File: src/rtl/mem_access_pkg.sv
// Shared aluop encodings and helpers that classify memory ops by access size.
// Bus lane helpers assume little-endian byte order.
package mem_access_pkg;

  localparam int REG_BUS      = 32;
  localparam int REG_ADDR_BUS = 5;
  localparam int ALU_OP_BUS   = 8;

  localparam logic [ALU_OP_BUS-1:0] EXE_LB_OP   = 8'b1110_0000;
  localparam logic [ALU_OP_BUS-1:0] EXE_LH_OP   = 8'b1110_0001;
  localparam logic [ALU_OP_BUS-1:0] EXE_LW_OP   = 8'b1110_0011;
  localparam logic [ALU_OP_BUS-1:0] EXE_LBU_OP  = 8'b1110_0100;
  localparam logic [ALU_OP_BUS-1:0] EXE_LHU_OP  = 8'b1110_0101;
  localparam logic [ALU_OP_BUS-1:0] EXE_SB_OP   = 8'b1110_1000;
  localparam logic [ALU_OP_BUS-1:0] EXE_SH_OP   = 8'b1110_1001;
  localparam logic [ALU_OP_BUS-1:0] EXE_SW_OP   = 8'b1110_1011;
  localparam logic [ALU_OP_BUS-1:0] EXE_ADDU_OP = 8'b0010_0001;
  localparam logic [ALU_OP_BUS-1:0] EXE_OR_OP   = 8'b0010_0101;

  typedef enum logic [1:0] {
    SZ_NONE,
    SZ_BYTE,
    SZ_HALF,
    SZ_WORD
  } acc_size_t;

  function automatic acc_size_t op_size(input logic [ALU_OP_BUS-1:0] op);
    case (op)
      EXE_LB_OP, EXE_LBU_OP, EXE_SB_OP: op_size = SZ_BYTE;
      EXE_LH_OP, EXE_LHU_OP, EXE_SH_OP: op_size = SZ_HALF;
      EXE_LW_OP, EXE_SW_OP:             op_size = SZ_WORD;
      default:                          op_size = SZ_NONE;
    endcase
  endfunction

  function automatic logic is_store(input logic [ALU_OP_BUS-1:0] op);
    is_store = (op == EXE_SB_OP) || (op == EXE_SH_OP) || (op == EXE_SW_OP);
  endfunction

  function automatic logic misaligned(input acc_size_t sz, input logic [1:0] a);
    case (sz)
      SZ_HALF: misaligned = a[0];
      SZ_WORD: misaligned = |a;
      default: misaligned = 1'b0;
    endcase
  endfunction

  function automatic logic [3:0] byte_en(input acc_size_t sz, input logic [1:0] a);
    case (sz)
      SZ_BYTE: byte_en = 4'b0001 << a;
      SZ_HALF: byte_en = a[1] ? 4'b1100 : 4'b0011;
      default: byte_en = 4'b1111;
    endcase
  endfunction

  function automatic logic [REG_BUS-1:0] store_data(input acc_size_t sz,
                                                    input logic [REG_BUS-1:0] d);
    case (sz)
      SZ_BYTE: store_data = {4{d[7:0]}};
      SZ_HALF: store_data = {2{d[15:0]}};
      default: store_data = d;
    endcase
  endfunction

endpackage

File: src/rtl/mem_access_load_align.sv
// Load lane select plus sign/zero extension; purely combinational.
module load_align
  import mem_access_pkg::*;
(
  input  logic [ALU_OP_BUS-1:0] aluop,
  input  logic [1:0]            addr_lo,
  input  logic [REG_BUS-1:0]    rdata,
  output logic [REG_BUS-1:0]    result
);

  logic [7:0]  lane_b;
  logic [15:0] lane_h;

  always_comb begin
    lane_b = rdata[8*addr_lo +: 8];
    lane_h = addr_lo[1] ? rdata[31:16] : rdata[15:0];
    case (aluop)
      EXE_LB_OP:  result = {{24{lane_b[7]}}, lane_b};
      EXE_LBU_OP: result = {24'h0, lane_b};
      EXE_LH_OP:  result = {{16{lane_h[15]}}, lane_h};
      EXE_LHU_OP: result = {16'h0, lane_h};
      default:    result = rdata;
    endcase
  end

endmodule

File: src/rtl/mem_access.sv
// MEM-stage load/store unit: 1-cycle pass-through, memory ops 1+N cycles over a req/ack bus.
// Holds stallreq while a transaction is outstanding; MEM_ACCESS_TIMEOUT_EN adds a watchdog.
module mem_access
  import mem_access_pkg::*;
#(
  parameter int TIMEOUT = 255
) (
  input  logic                    clk,
  input  logic                    rst,
  input  logic                    valid_i,
  input  logic [REG_ADDR_BUS-1:0] mem_wd_i,
  input  logic                    mem_wreg_i,
  input  logic [REG_BUS-1:0]      mem_wdata_i,
  input  logic [ALU_OP_BUS-1:0]   mem_aluop_i,
  input  logic [REG_BUS-1:0]      mem_mem_addr_i,
  input  logic [REG_BUS-1:0]      mem_reg2_i,
  input  logic [REG_BUS-1:0]      mem_pc_i,
  output logic                    dbus_req,
  output logic                    dbus_we,
  output logic [REG_BUS-1:0]      dbus_addr,
  output logic [3:0]              dbus_be,
  output logic [REG_BUS-1:0]      dbus_wdata,
  input  logic                    dbus_ack,
  input  logic [REG_BUS-1:0]      dbus_rdata,
  output logic                    wb_valid,
  output logic [REG_ADDR_BUS-1:0] wb_wd,
  output logic                    wb_wreg,
  output logic [REG_BUS-1:0]      wb_wdata,
  output logic                    stallreq,
  output logic                    exc_adel,
  output logic                    exc_ades,
  output logic [REG_BUS-1:0]      exc_badvaddr,
  output logic [REG_BUS-1:0]      exc_epc,
  output logic                    bus_err
);

  typedef enum logic {IDLE, WAIT} state_t;

  state_t                  state;
  logic [ALU_OP_BUS-1:0]   op_q;
  logic [REG_ADDR_BUS-1:0] wd_q;
  logic                    wreg_q;
  logic [1:0]              addr_lo_q;
  logic [REG_BUS-1:0]      load_data;

  acc_size_t sz;
  logic      is_mem;
  logic      mis;
  logic      start;
  logic      pending_load;

  assign sz           = op_size(mem_aluop_i);
  assign is_mem       = (sz != SZ_NONE);
  assign mis          = misaligned(sz, mem_mem_addr_i[1:0]);
  assign start        = valid_i & is_mem & ~mis;
  assign pending_load = (op_size(op_q) != SZ_NONE) & ~is_store(op_q);
  assign stallreq     = ((state == IDLE) & start) | ((state == WAIT) & ~dbus_ack);

  load_align u_load_align (
    .aluop   (op_q),
    .addr_lo (addr_lo_q),
    .rdata   (dbus_rdata),
    .result  (load_data)
  );

`ifdef MEM_ACCESS_TIMEOUT_EN
  localparam int CW = ($clog2(TIMEOUT + 1) > 8) ? $clog2(TIMEOUT + 1) : 8;
  logic [CW-1:0]      wait_cnt;
  logic [REG_BUS-1:0] pc_q;
  logic               bus_err_q;
  assign bus_err = bus_err_q;
`else
  localparam int unused_timeout = TIMEOUT;
  assign bus_err = 1'b0;
`endif

  always_ff @(posedge clk or posedge rst) begin
    if (rst) begin
      state        <= IDLE;
      op_q         <= '0;
      wd_q         <= '0;
      wreg_q       <= 1'b0;
      addr_lo_q    <= '0;
      dbus_req     <= 1'b0;
      dbus_we      <= 1'b0;
      dbus_addr    <= '0;
      dbus_be      <= '0;
      dbus_wdata   <= '0;
      wb_valid     <= 1'b0;
      wb_wd        <= '0;
      wb_wreg      <= 1'b0;
      wb_wdata     <= '0;
      exc_adel     <= 1'b0;
      exc_ades     <= 1'b0;
      exc_badvaddr <= '0;
      exc_epc      <= '0;
`ifdef MEM_ACCESS_TIMEOUT_EN
      wait_cnt     <= '0;
      pc_q         <= '0;
      bus_err_q    <= 1'b0;
`endif
    end else begin
      exc_adel <= 1'b0;
      exc_ades <= 1'b0;
`ifdef MEM_ACCESS_TIMEOUT_EN
      bus_err_q <= 1'b0;
`endif
      case (state)
        IDLE: begin
          if (valid_i && is_mem) begin
            wb_valid <= 1'b0;
            wb_wreg  <= 1'b0;
            wb_wd    <= mem_wd_i;
            if (mis) begin
              exc_adel     <= ~is_store(mem_aluop_i);
              exc_ades     <= is_store(mem_aluop_i);
              exc_badvaddr <= mem_mem_addr_i;
              exc_epc      <= mem_pc_i;
            end else begin
              state      <= WAIT;
              dbus_req   <= 1'b1;
              dbus_we    <= is_store(mem_aluop_i);
              dbus_addr  <= {mem_mem_addr_i[31:2], 2'b00};
              dbus_be    <= byte_en(sz, mem_mem_addr_i[1:0]);
              dbus_wdata <= store_data(sz, mem_reg2_i);
              op_q       <= mem_aluop_i;
              wd_q       <= mem_wd_i;
              wreg_q     <= mem_wreg_i;
              addr_lo_q  <= mem_mem_addr_i[1:0];
`ifdef MEM_ACCESS_TIMEOUT_EN
              wait_cnt   <= '0;
              pc_q       <= mem_pc_i;
`endif
            end
          end else begin
            wb_valid <= valid_i;
            wb_wd    <= mem_wd_i;
            wb_wreg  <= valid_i & mem_wreg_i;
            wb_wdata <= mem_wdata_i;
          end
        end
        WAIT: begin
          // Ack is checked first so it beats a coincident watchdog expiry.
          if (dbus_ack) begin
            state    <= IDLE;
            dbus_req <= 1'b0;
            wb_valid <= 1'b1;
            wb_wd    <= wd_q;
            wb_wreg  <= pending_load & wreg_q;
            wb_wdata <= pending_load ? load_data : '0;
          end
`ifdef MEM_ACCESS_TIMEOUT_EN
          else if (wait_cnt == CW'(TIMEOUT - 1)) begin
            state     <= IDLE;
            dbus_req  <= 1'b0;
            bus_err_q <= 1'b1;
            exc_epc   <= pc_q;
            wb_valid  <= 1'b0;
            wb_wreg   <= 1'b0;
          end else begin
            wait_cnt <= wait_cnt + 1'b1;
          end
`endif
        end
        default: state <= IDLE;
      endcase
    end
  end

endmodule

File: config.mk
export PLATFORM = sky130hd
export DESIGN_NAME = mem_access
export DESIGN_NICKNAME = d
export VERILOG_FILES = /design/src/rtl/mem_access_pkg.sv /design/src/rtl/mem_access_load_align.sv /design/src/rtl/mem_access.sv
export SDC_FILE = /design/constraint.sdc
export NUM_CORES = 1
export LEC_CHECK = 0
export BUFFER_PORTS_ARGS = -buffer_cell sky130_fd_sc_hd__buf_2
export CAP_MARGIN = 25
export CORE_MARGIN = 1
export CORE_UTILIZATION = 45
export CTS_CLUSTER_DIAMETER = 120
export DETAILED_ROUTE_END_ITERATION = 8
export GPL_TIMING_DRIVEN = 0
export PLACE_DENSITY_LB_ADDON = 0.25
export SYNTH_ARGS = -nofsm -noshare
export SYNTH_HDL_FRONTEND = slang
export SYNTH_SLANG_ARGS = --single-unit
File: constraint.sdc
create_clock -name clk -period 6.9 [get_ports clk]
set_input_delay 1.035 -clock clk [delete_from_list [all_inputs] [get_ports clk]]
set_output_delay 1.035 -clock clk [all_outputs]
set_load 0.1 [all_outputs]
==> summary.md, run 1 <==
| Metric | Value |
|---|---|
| Flops & latches, synth | 190 |
| Antenna violations before repair | 2 |
| First-pass GRT wire length | around 38,000 um |
| Synth unique cells | just under 50 |
| Rel. slew slack | 0.582 |
| WHS Endpoint | dbus_wdata[11] |
| Post-CTS Hold Buffers | 0 |
| Initial drt markers | roughly 230 |
| Final Skew | between 10 and 15 ps |
| Status | complete, no violations |
| Via count | between 7,000 and 8,000 |
| Total gr overflow | 0 |
| Routed wire per std cell | roughly 18 um |
| Fin nets | roughly 1,300 |
| Worst flop-to-flop path endpoint | dbus_we |
| FF-to-FF setup slack | 4930 ps |
| Largest net degree at the start of global routing | 120 |
| CP Capture Type | output port |
| Clock Pin Slew Worst Setup and Hold Paths | roughly 70 ps |
| Ys Warns | 0 |
| RSZ-0062 raised after global routing | no |
| Yosys top cell by area | dfrtp_1 |
| Area of the core | around 0.019 mm^2 |
| Post-synthesis adder-cell area fraction | 0.00581 |
| Vias/cell | approximately 5.3 |
| Die Ht | 140 um |
| CTS root buf | clkbuf_16 |
| CTS tree | built |
| Tot GR Track Use | 0.250 |
| Final worst hold slack | 471 ps |
| Setup crit start kind | input port |
| FF-to-FF Start | state |
| CTS Buffer Depth | 2 |
| WL final | ~24,000 um |
| Max IR drop VDD | ~0.27 mV |
| Synth top area share | 0.552 |
| Simple-Gate Fraction of Synth Area | 0.112 |
| XOR/XNOR share of the synthesized area | 0 |
| Clk_lat worst skew | 430 ps |
| Placed cells | about 1,300 |
| EDFF count, synth | 0 |
| H-tree depth | 4 |
| Io pins | approximately 360 |
| P_leak | 0.00591 uW |
| Initial core utilization | 0.459 |
| Detailed placement HPWL | between 15,000 and 20,000 um |
| Fin crit share | 0.665 |
| Worst reg-to-reg path cell count | 6 |
| Fmax | between 0.2 and 0.25 GHz |
| Layout cells sized above 1 | 0.483 |
| Final Cell Area | 0.0113 mm^2 |
| Area contributors post-synth | dfrtp_1 55%, mux2_2 11%, mux2_1 3.9% |
| Final Setup Violations | 0 |
| PortBufs | between 300 and 400 |
| DRT Pass-1 Iters | 4 |
| Gp weighted congestion | around 0.9 |
| Hold-critical path depth | 2 |
| Area Overhead vs Synth | 30.9% |
| Sink Count | 190 |
| Syn avg cell area | 12.1 um^2 |
| Worst Path Arrival | between 3000 and 4000 ps |
| Hold crit path type | register to register |
| Min cycle time layout | between 4000 and 5000 ps |
| Sequential share of the synthesized area | 0.552 |
| Number of global-route vias before repair | 7,117 |
| # rows | 50 |
| Die area | just under 0.02 mm^2 |
| Largest family of logic cells by synthesized area | multiplexers |
| Count of non-filler cells in the finished layout | 1,330 |
| Antenna Violating Nets Remaining | 0 |
| Final hold vios | 0 |
| Post-cts resize count | 0 |
| Die width | ~140 um |
| Mux share of post-synthesis cell area | 0.171 |
| Worst Hold Launch | dbus_wdata[11] |
| Placed standard-cell area | between 0.01 and 0.015 mm^2 |
| MaxCap Viol Count | 0 |
| Slew @ Worst Pin | 627 ps |
| Synth async-reset ratio | 1.00 |
| Crit path kind | input port to output port |
| Req. time, crit path | 5860 ps |
| Synth Area in Compound Gates | 0.123 |
| Worst Path Max Fanout | 10 |
| Post-synthesis cell count | between 700 and 800 |
| Slew Limit Fails | 0 |
| CTS Buf Count | 17 |
| Post-CTS setup buffer count | 0 |
| Residual DRC | 0 |
| Pwr Density | about 330 mW/mm^2 |
| Main synth FF type | dfrtp_1 |
| Synthesized area | 0.00862 mm^2 |
-- final cells by class --
type                            instances  area (um^2)
Fill cell                            1622         7490
Clock buffer                           18          439
Buffer                                 51          277
Sequential cell                       190         4750
Multi-Input combinational cell        463         3560
Clock inverter                         13          130
Inverter                                8         37.5
Tap cell                              234          293
Antenna cell                            2         5.00
Timing Repair Buffer                  351         1780
-- critical path, stage by stage --
cell,delay [ps]
buf_2,100
and4b_1,320
o21a_1,200
inv_1,70
ha_1,220
nor3b_2,180
buf_4,210
o21ai_2,170
buf_4,240
buf_2,220
nand2_1,110
buf_2,440
-- cells in the mapped netlist, drive strengths merged (10+ instances only) --
cell type    n
o21ai       50
mux2i       14
nor2        25
dfrtp      190
o31ai       32
nor2b       33
nor3b       33
or3         10
nor3        10
clkbuf      19
a21oi       50
mux2       117
buf         32
nand2       42
-- logic make-up after synthesis --
logic type | after synthesis
compound gates | 158
fa+ha+maj | 4
other cells | 1
mux | 131
simple gates | 167
buf+inv | 59
flops | 190
-- per-stage QoR --
step,setup TNS [ps],power (uW),util,setup slack (ps)
after floorplan,0,2530,-,695
after global placement,-282080,2800,0.568,-1510
after detailed placement,0,2820,0.570,2300
after CTS,0,3770,0.601,2280
after global routing,0,3870,0.601,2120
final,0,3740,0.601,2310
-- placed cells by master (no fill, tap or decap), types with 17 or more instances in the layout --
cell type,n
buf_2,370
dfrtp_1,190
mux2_2,87
a21oi_1,49
nand2_1,42
o21ai_0,39
nor2b_1,33
o31ai_1,32
nor3b_1,32
mux2_1,30
nor2_1,24
clkbuf_1,19
clkbuf_16,17
-- flip-flops by register name, indices dropped and copies added (netlist names), 5 cells and up --
| register | cells |
|---|---|
| wb_wdata | 32 |
| wb_wd | 5 |
| dbus_wdata | 32 |
| op_q | 8 |
| exc_epc | 32 |
| dbus_addr | 30 |
| wd_q | 5 |
| exc_badvaddr | 32 |
-- routing by layer --
metal  GRT usage  vias to the layer above  share of wire
met5           0                        -              0
met2       0.419                      277           0.49
li1            -                     3287              -
met3      0.0667                       35          0.067
met4      0.0856                        0          0.022
met1       0.313                     3472           0.42
-- how the worst max path moves through the flow --
| stage | from | end | slack [ps] | cells past startpoint |
|---|---|---|---|---|
| 2_1_floorplan | rst | addr_lo_q[0] | 690 | 1 |
| 3_3_place_gp | rst | dbus_addr[23] | -1510 | 2 |
| 3_5_place_dp | mem_aluop_i[4] | stallreq | 2300 | 12 |
| 4_1_cts | mem_aluop_i[4] | stallreq | 2280 | 12 |
| 5_1_grt | mem_aluop_i[4] | stallreq | 2120 | 12 |
| 6_report | mem_aluop_i[4] | stallreq | 2310 | 12 |
-- where the power goes --
| part | internal, uW | switching (uW) |
|---|---|---|
| Sequential | 1260 | 87.2 |
| Clock | 485 | 461 |
| Combinational | 274 | 1180 |
Note: power is estimated with default switching activity, not from simulation.
==> inputs of run 2 (changes only) <==
--- a/config.mk
+++ b/config.mk
@@ -5,6 +5,7 @@
 export SDC_FILE = /design/constraint.sdc
 export NUM_CORES = 1
 export LEC_CHECK = 0
+export ABC_AREA = 1
 export BUFFER_PORTS_ARGS = -buffer_cell sky130_fd_sc_hd__buf_2
 export CAP_MARGIN = 25
 export CORE_MARGIN = 1
==> constraint.sdc (replaced) <==
create_clock -name clk -period 4.45 [get_ports clk]
set_input_delay 0.6675 -clock clk [delete_from_list [all_inputs] [get_ports clk]]
set_output_delay 0.6675 -clock clk [all_outputs]
set_load 0.1 [all_outputs]
==> summary.md, run 2 <==
| Metric | Value |
|---|---|
| Cell with the most instances after synthesis | nand2_1 (was dfrtp_1) |
| Post-synthesis cell count | 1,050 (was 710) |
| Fin crit share | 0.874 |
| Most common cell after layout, fill and taps aside | buf_2 (unchanged) |
| Antenna violations before repair | 5 (was 2) |
| DR WL met3 | 2120 um (was 1610 um) |
| Hold crit path type | input port to async pin (was register to register) |
| Post-cts resize count | 0 (unchanged) |
| Synth Area in Compound Gates | 0.126 (was 0.123) |
| Post-layout util | 0.614 (was 0.601) |
| Largest stage delay, worst path | 440 ps (about the same) |
| Final Setup Violations | 0 (unchanged) |
| Ys Warns | 0 (unchanged) |
| Syn avg cell area | 8.45 um^2 (was 12.1 um^2) |
| CTS Buffer Depth | 2 (unchanged) |
| CTS tree | built (unchanged) |
| WP depth | 15 (was 12) |
| Top Metal Used | met5 (was met4) |
| Antenna Violating Nets Remaining | 0 (unchanged) |
| Most used cell, CP | buf_2 (unchanged) |
| FF-to-FF setup slack | 2300 ps (was 4930 ps) |
| Final hold vios | 0 (unchanged) |
| Vias/cell | 4.98 (was 5.32) |
| Simple-Gate Fraction of Synth Area | 0.219 (was 0.112) |
| Clk_lat worst skew | 440 ps (was 430 ps) |
| Main synth FF type | dfrtp_1 (unchanged) |
| Total Power | 6040 uW (was 3740 uW) |
| Switching Share | 0.478 (was 0.461) |
| # fillers | 1,725 (was 1,622) |
| Residual DRC | 0 (unchanged) |
| Gp weighted congestion | 0.949 (was 0.883) |
| CP startpoint | mem_aluop_i[5] (was mem_aluop_i[4]) |
| End of the critical path | stallreq (unchanged) |
| WL final | 27,800 um (was 24,100 um) |
| Detailed placement HPWL | 21,700 um (was 18,300 um) |
| Met2 WL post-DR | 13,800 um (was 11,700 um) |
| Area of the core | 0.0190 mm^2 (was 0.0188 mm^2) |
| Area contributors post-synth | dfrtp_1 54%, nand2_1 11%, o21ai_0 6.0% (was dfrtp_1 55%, mux2_2 11%, mux2_1 3.9%) |
| Post-synthesis adder-cell area fraction | 0.00564 (was 0.00581) |
| Mux share of post-synthesis cell area | 0.0406 (was 0.171) |
| Largest family of logic cells by synthesized area | simple AND/OR/NAND/NOR gates (was multiplexers) |
| Number of global-route vias before repair | 8,291 (was 7,117) |
| Slowest cell on the critical path | buf_2 (unchanged) |
| Max IR drop VDD | 0.311 mV (was 0.272 mV) |
| Initial core utilization | 0.466 (was 0.459) |
| Via count | 8,489 (was 7,071) |
| Internal power | 3150 uW (was 2020 uW) |
| Post-CTS setup buffer count | 0 (unchanged) |
| Die Ht | 142 um (was 140 um) |
| Clock Pin Slew Worst Setup and Hold Paths | 80 ps (was 70 ps) |
| Yosys top cell by area | dfrtp_1 (unchanged) |
| Worst flop-to-flop path endpoint | wb_wdata[26] (was dbus_we) |
| CTS root buf | clkbuf_16 (unchanged) |
| Commonest non-fill, non-tap cells in the layout | 383 x buf_2, 267 x nand2_1, 190 x dfrtp_1, 106 x o21ai_0, 94 x nor2_1 (was 370 x buf_2, 190 x dfrtp_1, 87 x mux2_2, 49 x a21oi_1, 42 x nand2_1) |
| P_leak | 0.00626 uW (was 0.00591 uW) |
| Rel. slew slack | 0.649 (was 0.582) |
| Post-CTS Hold Buffers | 0 (unchanged) |
| Tot GR Track Use | 0.278 (was 0.250) |
| Worst path top cell family by delay | buffers and inverters (unchanged) |
| Die area | 0.0203 mm^2 (was 0.0197 mm^2) |
| Net Sw Power | 2890 uW (was 1720 uW) |
| H-tree depth | 4 (unchanged) |
| MaxCap Viol Count | 0 (unchanged) |
| Slew Limit Fails | 0 (unchanged) |
| XOR/XNOR share of the synthesized area | 0 (unchanged) |
| Clock power share | 0.258 (was 0.253) |
| Min cycle time layout | 3890 ps |
| Req. time, crit path | 3780 ps (was 5860 ps) |
| Buffers & Inverters on Critical Path | 7 (was 6) |
| Slew @ Worst Pin | 527 ps (was 627 ps) |
| CP Capture Type | output port (unchanged) |
| DRT Pass-1 Iters | 5 (was 4) |
| Area Overhead vs Synth | 31.6% (was 30.9%) |
| RSZ-0062 raised after global routing | no (unchanged) |
| EDFF count, synth | 0 (unchanged) |
| Status | complete, no violations (unchanged) |
| Routed wire per std cell | 16.3 um (was 18.1 um) |
| Worst reg-to-reg path cell count | 9 (was 6) |
| Synth top area share | 0.536 (was 0.552) |
| Setup crit start kind | input port (unchanged) |
| Worst path cell trace | buf_2 -> inv_1 -> nor2_1 -> nand3_1 -> nor3_1 -> inv_1 -> ha_1 -> nor2_1 -> nand2_1 -> nor2_1 -> inv_2 -> buf_2 -> buf_2 -> nand2_1 -> buf_2 (was buf_2 -> and4b_1 -> o21a_1 -> inv_1 -> ha_1 -> nor3b_2 -> buf_4 -> o21ai_2 -> buf_4 -> buf_2 -> nand2_1 -> buf_2) |
| Commonest cells in the netlist | 267 x nand2_1, 190 x dfrtp_1, 106 x o21ai_0 (was 190 x dfrtp_1, 87 x mux2_2, 49 x a21oi_1) |
| Comb pwr share | 0.393 (was 0.388) |
| Synth unique cells | 30 (was 49) |
| Die width | 142 um (was 140 um) |
| Sequential share of the synthesized area | 0.536 (was 0.552) |
| Flops & latches, synth | 190 (unchanged) |
| Fmax | 0.257 GHz |
| PortBufs | 351 (was 350) |
| Fin nets | 1,609 (was 1,264) |
| Initial drt markers | 469 (was 227) |
| Pwr Density | 517 mW/mm^2 (was 332 mW/mm^2) |
| Sequential share of power | 0.350 (was 0.360) |
| Sink Count | 190 (unchanged) |
| Total gr overflow | 0 (unchanged) |
| Io pins | 355 (unchanged) |
| Synthesized area | 0.00887 mm^2 (was 0.00862 mm^2) |
| FF-to-FF Start | state (unchanged) |
| Final Skew | 8.22 ps (was 10.1 ps) |
| Wl on met1 | 11,100 um (was 10,200 um) |
| Largest net degree at the start of global routing | 43 (was 120) |
| CTS Buf Count | 17 (unchanged) |
| TNS Setup | 0 ps (unchanged) |
| Crit path kind | input port to output port (unchanged) |
| Worst Path Max Fanout | 10 (unchanged) |
| Layout cells sized above 1 | 0.331 (was 0.483) |
| Worst Path Arrival | 3220 ps (was 3550 ps) |
| # rows | 50 (unchanged) |
| Synth async-reset ratio | 1.00 (unchanged) |
| First-pass GRT wire length | 42,800 um (was 37,800 um) |
## run 2: changes by cell type in the layout (fill, tap and decap cells not counted), sizes merged, moves of 14 or more
cell / delta
a21oi: +43
buf: +14
inv: +74
mux2: -85
mux2i: -14
nand2: +229
nand3: +65
nand3b: +16
nor2: +73
nor2b: -33
nor3b: -33
o21ai: +57
o31ai: -32
## run 2: worst min-delay path by stage
stage / slack, ps / end / startpoint
2_1_floorplan: 440 / wd_q[2] / wd_q[2]
3_3_place_gp: 450 / dbus_wdata[5] / dbus_wdata[5]
3_5_place_dp: 460 / dbus_wdata[5] / dbus_wdata[5]
4_1_cts: 160 / exc_epc[29] / rst
5_1_grt: 170 / wb_wdata[0] / rst
6_report: 160 / exc_epc[29] / rst
## run 2: power groups by stage
stage | sequential [uW] | clock, uW | combinational [uW]
after floorplan | 3620 | 0 | 408
after global placement | 2130 | 0 | 2350
after detailed placement | 2140 | 0 | 2370
after CTS | 2110 | 1580 | 2380
after global routing | 2140 | 1640 | 2480
final | 2110 | 1560 | 2370
## run 2: kinds of logic after synthesis
logic type | count (synthesis)
fa+ha+maj | 4
compound gates | 217
flops | 190
other cells | 1
simple gates | 459
buf+inv | 147
mux | 32
## run 2: layout make-up
cell class | count | area (um^2) | area share
Sequential cell | 190 | 4750 | 0.407
Multi-Input combinational cell | 715 | 3490 | 0.299
Timing Repair Buffer | 356 | 1860 | 0.159
Clock buffer | 17 | 425 | 0.0364
Buffer | 68 | 337 | 0.0288
Tap cell | 260 | 325 | 0.0279
Inverter | 79 | 300 | 0.0257
Clock inverter | 15 | 175 | 0.0150
Antenna cell | 4 | 10.0 | 0.000857
## run 2: stage by stage
step | cell area [um^2] | cells | hold WS [ps] | worst slack, ps
after floorplan | 8880 | 1052 | 442 | 994
after global placement | 11000 | 1663 | 452 | 112
after CTS | 11700 | 1700 | 157 | 569
after detailed placement | 11100 | 1668 | 460 | 575
final | 11700 | 1704 | 164 | 559
after global routing | 11700 | 1702 | 171 | 309
## run 2: routing by layer
layer,global-route usage,vias to the layer above
met5,0,-
met4,0.115,4
met3,0.0663,53
met2,0.477,331
met1,0.335,3945
li1,-,4156
